[config.mk]
export PLATFORM = sky130hd
export DESIGN_NAME = nanov_serial_alu_flat
export DESIGN_NICKNAME = d
export VERILOG_FILES = /design/src/rtl/nanov_serial_alu_if.sv /design/src/rtl/nanov_serial_alu.sv /design/src/flat_wrapper.sv
export SDC_FILE = /design/constraint.sdc
export NUM_CORES = 1
export LEC_CHECK = 0
export ABC_AREA = 1
export CAP_MARGIN = 20
export CORE_AREA = 2 2 107 187
export DETAILED_ROUTE_END_ITERATION = 10
export DIE_AREA = 0 0 109 189
export GPL_TIMING_DRIVEN = 0
export PLACE_DENSITY = 0.69
export SLEW_MARGIN = 20
export SYNTH_ARGS = -nofsm -noshare
export SYNTH_HDL_FRONTEND = slang
export SYNTH_SLANG_ARGS = --single-unit
[constraint.sdc]
create_clock -name clk -period 2.4 [get_ports clk]
set_input_delay 0.48 -clock clk [delete_from_list [all_inputs] [get_ports clk]]
set_output_delay 0.48 -clock clk [all_outputs]
set_load 0.005 [all_outputs]
[src/rtl/nanov_serial_alu_if.sv]
// nanov_serial_alu_if
// Bundles the request/response signals of the digit-serial nanoV ALU so the
// producer (decode/register read) and consumer (ALU) share one connection.
//   master : drives start/op/a/b and observes busy/done/result/flags
//   slave  : the ALU side
// Ports (signals):
//   start  1      request, accepted when busy is low
//   op     4      {funct7[5], funct3}
//   a, b   WIDTH  operands, sampled on accept
//   busy   1      digits in flight
//   done   1      one-cycle completion pulse
//   result WIDTH  result, held until the next accepted start
//   eq/lt/ltu 1   compare flags (SUB/SLT/SLTU only)
interface nanov_serial_alu_if #(
    parameter int WIDTH = 32
);
    logic             start;
    logic [3:0]       op;
    logic [WIDTH-1:0] a;
    logic [WIDTH-1:0] b;
    logic             busy;
    logic             done;
    logic [WIDTH-1:0] result;
    logic             eq;
    logic             lt;
    logic             ltu;

    modport master (
        output start, op, a, b,
        input  busy, done, result, eq, lt, ltu
    );

    modport slave (
        input  start, op, a, b,
        output busy, done, result, eq, lt, ltu
    );
endinterface

[src/rtl/nanov_serial_alu.sv]
// nanov_serial_alu
// Digit-serial RV32I execute unit. Operands are captured on an accepted start,
// then DIGIT result bits are produced per clock, LSB digit first, shifted into
// the result register from the MSB end. A one-cycle done pulse marks the end.
// Ports:
//   clk  : clock, all state on the rising edge
//   rst  : synchronous active-high reset (aborts any operation in flight)
//   alu  : nanov_serial_alu_if slave modport (start/op/a/b in,
//          busy/done/result/eq/lt/ltu out, all outputs registered)
module nanov_serial_alu #(
    parameter int WIDTH = 32,
    parameter int DIGIT = 1
) (
    input  logic                  clk,
    input  logic                  rst,
    nanov_serial_alu_if.slave     alu
);
    localparam int SHW = $clog2(WIDTH);
    localparam int N   = WIDTH / DIGIT;
    localparam int KW  = (N > 1) ? $clog2(N) : 1;

    typedef enum logic [0:0] {
        IDLE = 1'b0,
        RUN  = 1'b1
    } state_t;

    // SUB, SLT and SLTU run the subtractor and report compare flags.
    function automatic logic is_cmp_op(input logic [3:0] o);
        return ((o[2:0] == 3'b000) && o[3]) || (o[2:0] == 3'b010) || (o[2:0] == 3'b011);
    endfunction

    state_t           state_r;
    logic [KW-1:0]    k_r;
    logic [3:0]       op_r;
    logic [WIDTH-1:0] a_sh_r;
    logic [WIDTH-1:0] b_sh_r;
    logic             carry_r;
    logic             eq_acc_r;
    logic             busy_r;
    logic             done_r;
    logic [WIDTH-1:0] result_r;
    logic             eq_r;
    logic             lt_r;
    logic             ltu_r;

    logic [SHW-1:0]     shamt_s;
    logic [WIDTH-1:0]   a_load_s;
    logic               is_cmp_s;
    logic [DIGIT-1:0]   a_d_s;
    logic [DIGIT-1:0]   b_d_s;
    logic [DIGIT-1:0]   b_add_s;
    logic [DIGIT:0]     sum_s;
    logic [DIGIT-1:0]   digit_s;
    logic               eq_next_s;
    logic               lt_flag_s;
    logic               ltu_flag_s;
    logic               last_s;
    logic [WIDTH+DIGIT-1:0] result_cat_s;

    // Shift ops pre-align operand A at accept time, so the serial pass only
    // ever streams the low digit of the operand shift registers.
    always_comb begin
        shamt_s  = alu.b[SHW-1:0];
        a_load_s = alu.a;
        case (alu.op[2:0])
            3'b001:  a_load_s = alu.a << shamt_s;
            3'b101: begin
                if (alu.op[3]) begin
                    a_load_s = $unsigned($signed(alu.a) >>> shamt_s);
                end else begin
                    a_load_s = alu.a >> shamt_s;
                end
            end
            default: a_load_s = alu.a;
        endcase
    end

    // Per-digit datapath: adder/subtractor slice, logic ops, compare terms.
    always_comb begin
        is_cmp_s   = is_cmp_op(op_r);
        a_d_s      = a_sh_r[DIGIT-1:0];
        b_d_s      = b_sh_r[DIGIT-1:0];
        b_add_s    = is_cmp_s ? ~b_d_s : b_d_s;
        sum_s      = {1'b0, a_d_s} + {1'b0, b_add_s} + {{DIGIT{1'b0}}, carry_r};
        eq_next_s  = eq_acc_r & (a_d_s == b_d_s);
        // Differing sign bits decide signed order directly; otherwise the
        // difference's sign does (no overflow is possible then).
        lt_flag_s  = (a_d_s[DIGIT-1] != b_d_s[DIGIT-1]) ? a_d_s[DIGIT-1] : sum_s[DIGIT-1];
        ltu_flag_s = ~sum_s[DIGIT];
        last_s     = (k_r == KW'(N - 1));
        case (op_r[2:0])
            3'b000:  digit_s = sum_s[DIGIT-1:0];
            3'b001:  digit_s = a_d_s;
            3'b010:  digit_s = {DIGIT{1'b0}};
            3'b011:  digit_s = {DIGIT{1'b0}};
            3'b100:  digit_s = a_d_s ^ b_d_s;
            3'b101:  digit_s = a_d_s;
            3'b110:  digit_s = a_d_s | b_d_s;
            3'b111:  digit_s = a_d_s & b_d_s;
            default: digit_s = {DIGIT{1'b0}};
        endcase
        // New digit enters at the MSB end while the rest moves right.
        result_cat_s = {digit_s, result_r};
    end

    // Sequencer, operand shift registers and registered outputs.
    always_ff @(posedge clk) begin
        if (rst) begin
            state_r  <= IDLE;
            k_r      <= {KW{1'b0}};
            op_r     <= 4'd0;
            a_sh_r   <= {WIDTH{1'b0}};
            b_sh_r   <= {WIDTH{1'b0}};
            carry_r  <= 1'b0;
            eq_acc_r <= 1'b0;
            busy_r   <= 1'b0;
            done_r   <= 1'b0;
            result_r <= {WIDTH{1'b0}};
            eq_r     <= 1'b0;
            lt_r     <= 1'b0;
            ltu_r    <= 1'b0;
        end else begin
            done_r <= 1'b0;
            case (state_r)
                IDLE: begin
                    if (alu.start) begin
                        op_r     <= alu.op;
                        a_sh_r   <= a_load_s;
                        b_sh_r   <= alu.b;
                        carry_r  <= is_cmp_op(alu.op);
                        eq_acc_r <= 1'b1;
                        k_r      <= {KW{1'b0}};
                        busy_r   <= 1'b1;
                        state_r  <= RUN;
                    end else begin
                        state_r <= IDLE;
                    end
                end
                RUN: begin
                    result_r <= result_cat_s[WIDTH+DIGIT-1:DIGIT];
                    a_sh_r   <= a_sh_r >> DIGIT;
                    b_sh_r   <= b_sh_r >> DIGIT;
                    carry_r  <= sum_s[DIGIT];
                    eq_acc_r <= eq_next_s;
                    k_r      <= k_r + KW'(1);
                    if (last_s) begin
                        state_r <= IDLE;
                        busy_r  <= 1'b0;
                        done_r  <= 1'b1;
                        k_r     <= {KW{1'b0}};
                        if (is_cmp_s) begin
                            eq_r  <= eq_next_s;
                            lt_r  <= lt_flag_s;
                            ltu_r <= ltu_flag_s;
                        end else begin
                            eq_r  <= 1'b0;
                            lt_r  <= 1'b0;
                            ltu_r <= 1'b0;
                        end
                        // SLT/SLTU streamed zeros; bit 0 becomes the flag.
                        if (op_r[2:0] == 3'b010) begin
                            result_r <= {{(WIDTH-1){1'b0}}, lt_flag_s};
                        end else if (op_r[2:0] == 3'b011) begin
                            result_r <= {{(WIDTH-1){1'b0}}, ltu_flag_s};
                        end else begin
                            result_r <= result_cat_s[WIDTH+DIGIT-1:DIGIT];
                        end
                    end else begin
                        state_r <= RUN;
                    end
                end
                default: state_r <= IDLE;
            endcase
        end
    end

    assign alu.busy   = busy_r;
    assign alu.done   = done_r;
    assign alu.result = result_r;
    assign alu.eq     = eq_r;
    assign alu.lt     = lt_r;
    assign alu.ltu    = ltu_r;
endmodule
[src/flat_wrapper.sv]
// flat-port wrapper written by rule: the top's interface ports become plain ports
module nanov_serial_alu_flat 
#(
    parameter int WIDTH = 32,
    parameter int DIGIT = 1
)
  (clk, rst, alu_start, alu_op, alu_a, alu_b, alu_busy, alu_done, alu_result, alu_eq, alu_lt, alu_ltu);
  nanov_serial_alu_if #(.WIDTH(WIDTH)) alu_i ();
  input  logic clk;
  input  logic rst;
  input wire logic [$bits(alu_i.start)-1:0] alu_start;
  input wire logic [$bits(alu_i.op)-1:0] alu_op;
  input wire logic [$bits(alu_i.a)-1:0] alu_a;
  input wire logic [$bits(alu_i.b)-1:0] alu_b;
  output wire logic [$bits(alu_i.busy)-1:0] alu_busy;
  output wire logic [$bits(alu_i.done)-1:0] alu_done;
  output wire logic [$bits(alu_i.result)-1:0] alu_result;
  output wire logic [$bits(alu_i.eq)-1:0] alu_eq;
  output wire logic [$bits(alu_i.lt)-1:0] alu_lt;
  output wire logic [$bits(alu_i.ltu)-1:0] alu_ltu;
  assign alu_i.start = alu_start;
  assign alu_i.op = alu_op;
  assign alu_i.a = alu_a;
  assign alu_i.b = alu_b;
  assign alu_busy = alu_i.busy;
  assign alu_done = alu_i.done;
  assign alu_result = alu_i.result;
  assign alu_eq = alu_i.eq;
  assign alu_lt = alu_i.lt;
  assign alu_ltu = alu_i.ltu;
  nanov_serial_alu #(.WIDTH(WIDTH), .DIGIT(DIGIT)) u_core (.clk(clk), .rst(rst), .alu(alu_i));
endmodule
==> After elaboration in Yosys (flattened, before gate mapping) <==
Cells that the tools add are included.
Widths: inputs -> output; s select.
{ "op_classes": {"eq_ne": 16, "n_bitwise": 7, "muxes": 28, "shift": 3, "n_addsub": 3, "reduce_logical": 14} }
{ "ops": {"columns": ["operator", "count"], "rows": [
  ["$mux 32", 6],
  ["$pmux 32 s2", 3],
  ["$shl 32x5->32", 1],
  ["$shr 32x5->32", 1],
  ["$sshr 32x5->32", 1],
  ["$eq 3x3->1 const B", 5],
  ["$eq 3x2->1 const B", 4],
  ["$mux 1", 11],
  ["$mux 5", 2],
  ["$pmux 5 s2", 1],
  ["$pmux 1 s2", 4],
  ["$eq 3x1->1 const B", 2],
  ["$logic_not 3->1", 2],
  ["$pmux 1 s6", 1],
  ["$reduce_and 2->1", 3],
  ["$reduce_or 2->1", 3],
  ["$add 5x1->5 const B", 1],
  ["$eq 5x5->1 const B", 1],
  ["$logic_or 1x1->1", 4],
  ["$ne 2x2->1 const B", 2],
  ["$not 1->1", 3],
  ["$add 1x1->2", 1],
  ["$add 2x1->2", 1],
  ["$and 1x1->1", 2],
  ["5 further kinds", 6]
]} }
{ "totals": {"regBits": 113, "in_bits": 71} }

==> Longest topological paths before layout <==
Gate-level depths: netlist of run 1.
{ "logic_depth": {"ltp_word": 11, "ltp_mapped": 16, "mapped_depth_nobuf": 15} }

==> Least setup slack after synthesis of run 1 <==
No wires, ideal clock.
{ "synth_timing": {"kind": "flip-flop to flip-flop", "startpoint": "register u_core.op_r[1]", "endpoint": "register u_core.result_r[31], in the netlist u_core.alu.result[31]", "path_stages_with_launch": 10, "n_path_buf": 0, "path_slack_ns": 0.437, "t_arrival_ns": 1.830, "setup_time_ns": 0.132, "cell_sequence": "dfxtp_1 inv_1 a21oi_1 xor2_1 fa_1 o21ai_0 nand2_1 a32o_1 nand2_1 a21oi_1"} }
{ "synth_between": {"elab_chain_len": 11, "word_cells_on_any_way": 20} }
{ "synth_lines": {"columns": ["item", "line_no", "text"], "rows": [
  ["start, declared", "nanov_serial_alu.sv:34", "logic [3:0] op_r;"],
  ["start signal, assigned", "nanov_serial_alu.sv:127", "op_r <= alu.op;"],
  ["$logic_not 3->1", "nanov_serial_alu.sv:29, nanov_serial_alu.sv:91", null],
  ["$logic_and 1x1->1", "nanov_serial_alu.sv:29", "return ((o[2:0] == 3'b000) && o[3]) || (o[2:0] == 3'b010) || (o[2:0] == 3'b011);"],
  ["$logic_or 1x1->1 (2 in series)", "nanov_serial_alu.sv:29", null],
  ["$mux 1", "nanov_serial_alu.sv:83", "b_add_s = is_cmp_s ? ~b_d_s : b_d_s;"],
  ["$add 1x1->2", "nanov_serial_alu.sv:84", "sum_s = {1'b0, a_d_s} + {1'b0, b_add_s} + {{DIGIT{1'b0}}, carry_r};"],
  ["$add 2x1->2", "nanov_serial_alu.sv:84", null],
  ["$pmux 1 s6", "nanov_serial_alu.sv:91", "case (op_r[2:0])"],
  ["$mux 32", "nanov_serial_alu.sv:163", "end else if (op_r[2:0] == 3'b011) begin"],
  ["$mux 32", "nanov_serial_alu.sv:161", "if (op_r[2:0] == 3'b010) begin"],
  ["$mux 32 *", "nanov_serial_alu.sv:146", "if (last_s) begin"],
  ["end signal, assigned", "nanov_serial_alu.sv:162", "result_r <= {{(WIDTH-1){1'b0}}, lt_flag_s};"],
  ["end signal, assigned", "nanov_serial_alu.sv:164", "result_r <= {{(WIDTH-1){1'b0}}, ltu_flag_s};"],
  ["end signal, assigned", "nanov_serial_alu.sv:166", "result_r <= result_cat_s[WIDTH+DIGIT-1:DIGIT];"],
  ["end, declared", "nanov_serial_alu.sv:41", "logic [WIDTH-1:0] result_r;"]
]} }
Mark *: on every way between the ends. The rest lies on a longest branch, timed or not.
A chain may end at the register's enable or synchronous reset.

==> Worst setup path in the final report of run 1 <==
{ "layout_timing": {"startpoint": "input port alu_b[2]", "endpoint": "register u_core.a_sh_r[14]"} }
{ "layout_between": {"elab_chain_len": 5, "word_cells_on_any_way": 7} }
{ "layout_lines": {"columns": ["item", "line_no", "text"], "rows": [
  ["start, declared", "flat_wrapper.sv:14", "input wire logic [$bits(alu_i.b)-1:0] alu_b;"],
  ["$shr 32x5->32 or $sshr 32x5->32 (tied branches)", "nanov_serial_alu.sv:71, nanov_serial_alu.sv:69", null],
  ["$mux 32", "nanov_serial_alu.sv:68", "if (alu.op[3]) begin"],
  ["$pmux 32 s2 *", "nanov_serial_alu.sv:65", "case (alu.op[2:0])"],
  ["$mux 32 *", "nanov_serial_alu.sv:126", "if (alu.start) begin"],
  ["$pmux 32 s2 *", "nanov_serial_alu.sv:124", "case (state_r)"],
  ["end signal, assigned", "nanov_serial_alu.sv:112", "a_sh_r <= {WIDTH{1'b0}};"],
  ["end signal, assigned", "nanov_serial_alu.sv:128", "a_sh_r <= a_load_s;"],
  ["end signal, assigned", "nanov_serial_alu.sv:141", "a_sh_r <= a_sh_r >> DIGIT;"],
  ["end, declared", "nanov_serial_alu.sv:35", "logic [WIDTH-1:0] a_sh_r;"]
]} }
Mark *: on every way between the ends. The rest lies on a longest branch, timed or not. The select of a mux whose other input is x is not followed.

==> results of run 1 <==
## flip-flops by register name, summed over array words and instances, names as in the netlist
signal / cells
u_core.op_r: 4
u_core.b_sh_r: 32
u_core.carry_r: 1
u_core.a_sh_r: 32
u_core.alu.eq: 1
u_core.k_r: 5
u_core.alu.busy: 1
u_core.eq_acc_r: 1
u_core.alu.done: 1
u_core.alu.result: 32
u_core.alu.ltu: 1
u_core.alu.lt: 1
u_core.state_r: 1
## per-layer routing
metal  track usage, %  part of all wire, %  up-vias  wire length (µm)
li1                 -                    -     5115                 -
met1             37.8                   32     5129             13600
met2             71.8                   50      613             21200
met3             7.19                  5.9      233              2470
met4             41.0                   12        0              4970
met5                0                    0        -                 0
## metrics by stage
step	total power, µW	TNS, ns
floorplan	2950	0
global placement	3540	-14.27
detailed placement	3540	-13.49
CTS	6390	-0.136
global route	6680	0
finish	6470	0
## cell type report
| cell class | instances | share of cell area, % |
|---|---|---|
| sequential | 113 | 21.4 |
| antenna | 3 | 0.0709 |
| clock buffer | 31 | 6.50 |
| buffer | 103 | 5.10 |
| tap | 241 | 2.85 |
| timing repair buffer | 104 | 9.83 |
| multi-input combinational | 1155 | 51.4 |
| clock inverter | 1 | 0.0473 |
| inverter | 78 | 2.84 |
## logic make-up after synthesis
kind of cell,Yosys count
and+or+nand+nor,928
AOI/OAI and AO/OA,220
buffers and inverters,181
DFF,113
adders and majority gates,5
xor gates and xnor gates,2
## Yosys cell counts, types with 3 or more instances
| library cell | count | share of area [%] |
|---|---|---|
| buf_2 | 39 | 2.3 |
| buf_1 | 17 | 0.75 |
| clkbuf_1 | 39 | 1.7 |
| o211ai_1 | 17 | 1.5 |
| nand2_2 | 10 | 0.74 |
| nand2_1 | 540 | 24 |
| o21ai_0 | 32 | 1.9 |
| and2_1 | 12 | 0.89 |
| a21oi_1 | 90 | 5.3 |
| nand3_2 | 3 | 0.35 |
| nor2_2 | 3 | 0.22 |
| o21ai_1 | 13 | 0.77 |
| a31oi_1 | 3 | 0.22 |
| ha_1 | 4 | 0.59 |
| a22oi_1 | 54 | 4.8 |
| nand4_1 | 8 | 0.59 |
| inv_1 | 70 | 3.1 |
| nor2_1 | 43 | 1.9 |
| nand3_1 | 303 | 18 |
| dfxtp_1 | 113 | 27 |
| buf_6 | 4 | 0.53 |
| inv_2 | 6 | 0.27 |
## path summary, 6_finish.rpt
kind	from	endpoint
hold / removal	u_core.b_sh_r[31]	u_core.b_sh_r[31]
setup / recovery	alu_b[2]	u_core.a_sh_r[14]
hold reg to reg	u_core.b_sh_r[31]	u_core.b_sh_r[31]
setup reg to reg	u_core.op_r[1]	u_core.alu.result[31]
## power by group
group | switching (µW) | internal [µW]
clock | 906 | 1960
sequential | 54.3 | 1960
combinational | 1090 | 498
## cells in the final DEF (no fill, tap or decap), types with 17 or more instances in the layout
| master | synthesis | layout |
|---|---|---|
| nand2_1 | 540 | 540 |
| clkbuf_16 | 0 | 25 |
| nor2_1 | 43 | 40 |
| dfxtp_1 | 113 | 113 |
| a21oi_1 | 90 | 88 |
| a22oi_1 | 54 | 54 |
| clkbuf_1 | 39 | 39 |
| o21ai_0 | 32 | 32 |
| clkdlybuf4s50_1 | 0 | 104 |
| inv_1 | 70 | 70 |
| buf_2 | 39 | 35 |
| nand3_1 | 303 | 301 |
| o211ai_1 | 17 | 17 |
## critical path: stages
cell and delay [ns]:
clkdlybuf4s50_1 0.49, buf_2 0.24, clkbuf_4 0.31, nand3_1 0.27, nand2_1 0.23, nand2_1 0.10
nand3_1 0.12, o211ai_1 0.17, nand3_1 0.13, nand2_1 0.06, a21oi_1 0.12
==> impl_metrics.csv, run 1 <==
group,metric,value,unit
clock_network,clk_pin_slew,0.05,ns
clock_network,htree_levels,4,
clock_network,cts_hold_buf,0,
sta,worstMarginPinSlew,0.832,ns
detailed_routing,drt-wirelength-per-cell,23.1,µm
global_routing,grt_max_degree,12,
placed_design,place_ws,-0.679,ns
synthesis,synth_mux_area_share,0,%
clock_network,post_cts_buffers,0,
min_path,hold_path_class,"register to register",
worst_setup_path,r2r_cells,9,
detailed_routing,viasPerCell,6.06,
power_and_ir_drop,ir_drop,0.000541,V
clock_network,cts_tree,"built",
layout,syn_to_final_growth,25.1,%
sta,max_freq,0.427,GHz
global_routing,grtUsageTotal,40.9,%
worst_setup_path,critical_path_required,2.80,ns
clock_network,cts_buffers,25,
layout,n_fill_cell,1932,
worst_setup_path,r2r_slack,0.22,ns
worst_setup_path,critPathLaunchType,"input pin",
synthesis,netlist_area,8460,µm²
clock_network,clock_sinks,113,
sta,setup_violations,0,
placed_design,place_area,9810,µm²
sta,min_period,2.34,ns
layout,multi_input_area,5440,µm²
synthesis,synth_compound_area_share,15.6,%
sta,worst_slack,0.0566,ns
layout,drive_gt1_share,8.14,%
clock_network,cts-root-buf,"clkbuf_16",
synthesis,yosysSeqAreaShare,26.7,%
die,core-area,19000,µm²
worst_setup_path,cp-end-kind,"register",
sta,skew,0.0142,ns
synthesis,ys_dominant_reg_cell,"dfxtp_1",
power_and_ir_drop,p_leak,0.00476,µW
die,dieWidth,109,µm
sta,final_hold_viol_count,0,
layout,post-route-util,55.6,%
global_routing,grt_pass1_vias,10988,
placed_design,gp_congestion,1.08,
synthesis,syn_area_per_cell,5.84,µm²
sta,drv_slew,0,
layout,seq_area,2260,µm²
worst_setup_path,critPathKind,"input pin to register",
synthesis,synth_fp_nets,1525,
synthesis,yosysWarningCount,0,
power_and_ir_drop,power_density,611,nW/µm²
synthesis,async_reset_ff_share,0,%
detailed_routing,antenna_left,0,
synthesis,synth-edff-count,0,
sta,fin_crit_sh,97.6,%
synthesis,synth.distinct_cells,42,
synthesis,synth-simple-area-share,47.2,%
synthesis,ys_ff_latch,113,
die,die_y,189,µm
worst_setup_path,worstPathMaxFanout,10,
synthesis,synth_top_family_by_area,"simple AND/OR/NAND/NOR gates",
detailed_routing,drt_pass1_iterations,5,
die,io_pins,108,
global_routing,antenna_found_initial,3,
synthesis,synth_xor_area_share,0.207,%
global_routing,grt.overflow.total,0,
sta,slew_headroom,44.5,%
detailed_routing,drt_iter0_markers,847,
sta,rsz0062_at_grt,"no",
outcome,status,"finished, final reports clean",
placed_design,portBuffers,104,
die,fp-row-count,67,
die,dieArea,20600,µm²
min_path,hold_depth,2,
die,start_util,44.5,%
flow_run,maxCapViolations,0,
layout,fin_nets,1656,
detailed_routing,drc_errors,0,
layout,fin_cells,1829,
placed_design,dpl.hpwl,33.2,mm
placed_design,dpl.cell_count,1794,
sta,whs,0.466,ns
clock_network,clkLatencyLatePin,0.47,ns
synthesis,synth_cells,1449,
worst_setup_path,cp.arrival,2.74,ns
clock_network,cts_buffer_depth,3,
synthesis,synth_fa_ha_area_share,0.828,%
detailed_routing,via_count,11090,
clock_network,ctsResizeCount,6,
layout,final_area,10600,µm²
detailed_routing,wl,42.2,mm
global_routing,grt_first_pass_wirelength,62.3,mm
(Power assumes the default switching activity.)
==> run 2: changes to the inputs <==
--- a/config.mk
+++ b/config.mk
@@ -12,7 +12,7 @@
 export DIE_AREA = 0 0 109 189
 export GPL_TIMING_DRIVEN = 0
 export PLACE_DENSITY = 0.69
-export SLEW_MARGIN = 20
+export SLEW_MARGIN = 30
 export SYNTH_ARGS = -nofsm -noshare
 export SYNTH_HDL_FRONTEND = slang
 export SYNTH_SLANG_ARGS = --single-unit
==> results of run 2 <==
The final DEF is identical to that of run 1; final timing and power are the same.
==> run 3: changes to the inputs <==
--- a/config.mk
+++ b/config.mk
@@ -10,7 +10,6 @@
 export CORE_AREA = 2 2 107 187
 export DETAILED_ROUTE_END_ITERATION = 10
 export DIE_AREA = 0 0 109 189
-export GPL_TIMING_DRIVEN = 0
 export PLACE_DENSITY = 0.69
 export SLEW_MARGIN = 30
 export SYNTH_ARGS = -nofsm -noshare
==> impl_metrics.csv, run 3 (synthesis gave the netlist of run 1 again) <==
group,metric,value,unit
sta,slew_headroom,70.6,%
global_routing,grt_first_pass_wirelength,52.5,mm
global_routing,grt_max_degree,61,
layout,fin_nets,1691,
layout,final_cell_mix,"nand2_1 (540), nand3_1 (302), buf_4 (125)",
worst_setup_path,cp.arrival,2.63,ns
sta,rsz0062_at_grt,"yes",
min_path,hold_path_class,"input pin to register",
sta,drv_slew,0,
layout,fin_cells,1862,
global_routing,grtUsageTotal,32.5,%
layout,syn_to_final_growth,32.4,%
die,io_pins,108,
flow_run,maxCapViolations,0,
clock_network,clk_pin_slew,0.05,ns
sta,fin_setup_tns,0,ns
clock_network,clkLatencyLatePin,0.45,ns
die,die_y,189,µm
placed_design,dpl.hpwl,25.3,mm
die,dieWidth,109,µm
clock_network,post_cts_buffers,0,
detailed_routing,via_count,10599,
sta,whs,0.443,ns
clock_network,htree_levels,4,
worst_setup_path,worstPathMaxFanout,28,
detailed_routing,viasPerCell,5.69,
sta,skew,0.0118,ns
global_routing,antenna_found_initial,0,
sta,fin_crit_sh,95.9,%
worst_setup_path,critPathLaunchType,"input pin",
placed_design,portBuffers,107,
detailed_routing,antenna_left,0,
outcome,status,"finished, final reports clean",
worst_setup_path,r2r_slack,0.25,ns
sta,final_hold_viol_count,0,
power_and_ir_drop,total_power,6470,µW
global_routing,grt_pass1_vias,10352,
power_and_ir_drop,p_leak,0.00515,µW
worst_setup_path,cp-end-kind,"register",
die,fp-row-count,67,
worst_setup_path,critPathKind,"input pin to register",
layout,diodes,0,
sta,min_period,2.30,ns
die,core-area,19000,µm²
sta,setup_violations,0,
power_and_ir_drop,power_density,577,nW/µm²
layout,layout_commonest_cell,"nand2_1",
sta,max_freq,0.435,GHz
die,start_util,44.5,%
clock_network,cts_hold_buf,0,
layout,drive_gt1_share,12.8,%
global_routing,grt.overflow.total,0,
detailed_routing,drt_pass1_iterations,8,
clock_network,cts-root-buf,"clkbuf_16",
clock_network,cts_buffer_depth,3,
placed_design,place_ws,-0.309,ns
detailed_routing,drt-wirelength-per-cell,17.9,µm
clock_network,clock_sinks,113,
power_and_ir_drop,ir_drop,0.000454,V
placed_design,dpl.cell_count,1829,
placed_design,gp_congestion,1.02,
clock_network,cts_tree,"built",
die,dieArea,20600,µm²
detailed_routing,wl,33.3,mm
clock_network,cts_buffers,25,
detailed_routing,drt_iter0_markers,965,
clock_network,ctsResizeCount,0,
worst_setup_path,critical_path_required,2.73,ns
sta,worstMarginPinSlew,0.439,ns
detailed_routing,drc_errors,0,
sta,worst_slack,0.0987,ns
==> run 3: cell count changes in the layout (fill, tap and decap cells not counted), sizes merged <==
cell    delta
diode      -3
clkbuf    -50
buf       +86
==> run 3: per-layer routing <==
layer / global-route usage (%) / share of wire [%] / vias to the layer above
met5: 0 / 0 / -
met4: 24.7 / 8.5 / 0
met3: 3.24 / 4.4 / 148
met2: 57.5 / 51 / 450
met1: 34.3 / 36 / 4819
li1: - / - / 5182
==> run 3: path summary, 6_finish.rpt <==
check,from,end,cells after the start
max,alu_b[0],u_core.a_sh_r[7],14
min,rst,u_core.a_sh_r[7],2
max reg2reg,u_core.op_r[0],u_core.alu.result[0],9
min reg2reg,u_core.k_r[4],u_core.k_r[4],2
==> run 3: power by group <==
group	leakage, µW	internal, µW	switching (µW)
Combinational	0.00387	612	963
Clock	0.000350	2000	873
Sequential	0.000922	1960	57.6
Total	0.00515	4570	1890
==> run 3: final cells by class <==
| type | instances | area [µm²] |
|---|---|---|
| multi-input cells | 1155 | 5440 |
| clock buffers | 32 | 702 |
| clock inverters | 1 | 5.00 |
| fillers | 1930 | 7820 |
| inverters | 78 | 300 |
| well taps | 241 | 302 |
| flip-flops and latches | 113 | 2260 |
| repair buffers | 242 | 2190 |
==> run 3: through the flow <==
step,cell area [µm²],util (%)
2_1_floorplan,8460,-
3_3_place_gp,10500,55.1
3_5_place_dp,10500,55.1
4_1_cts,11200,58.8
5_1_grt,11200,58.9
6_report,11200,58.9
==> run 3: worst max-delay path, stage by stage <==
cell	delay, ns
clkdlybuf4s50_1	0.50
buf_12	0.17
inv_8	0.10
nand2_1	0.13
nand3_1	0.11
nand3_1	0.09
nand2_1	0.15
nand2_1	0.11
nand3_1	0.22
o21ai_0	0.26
buf_4	0.14
nand2_1	0.04
nand2_1	0.05
a21oi_1	0.05
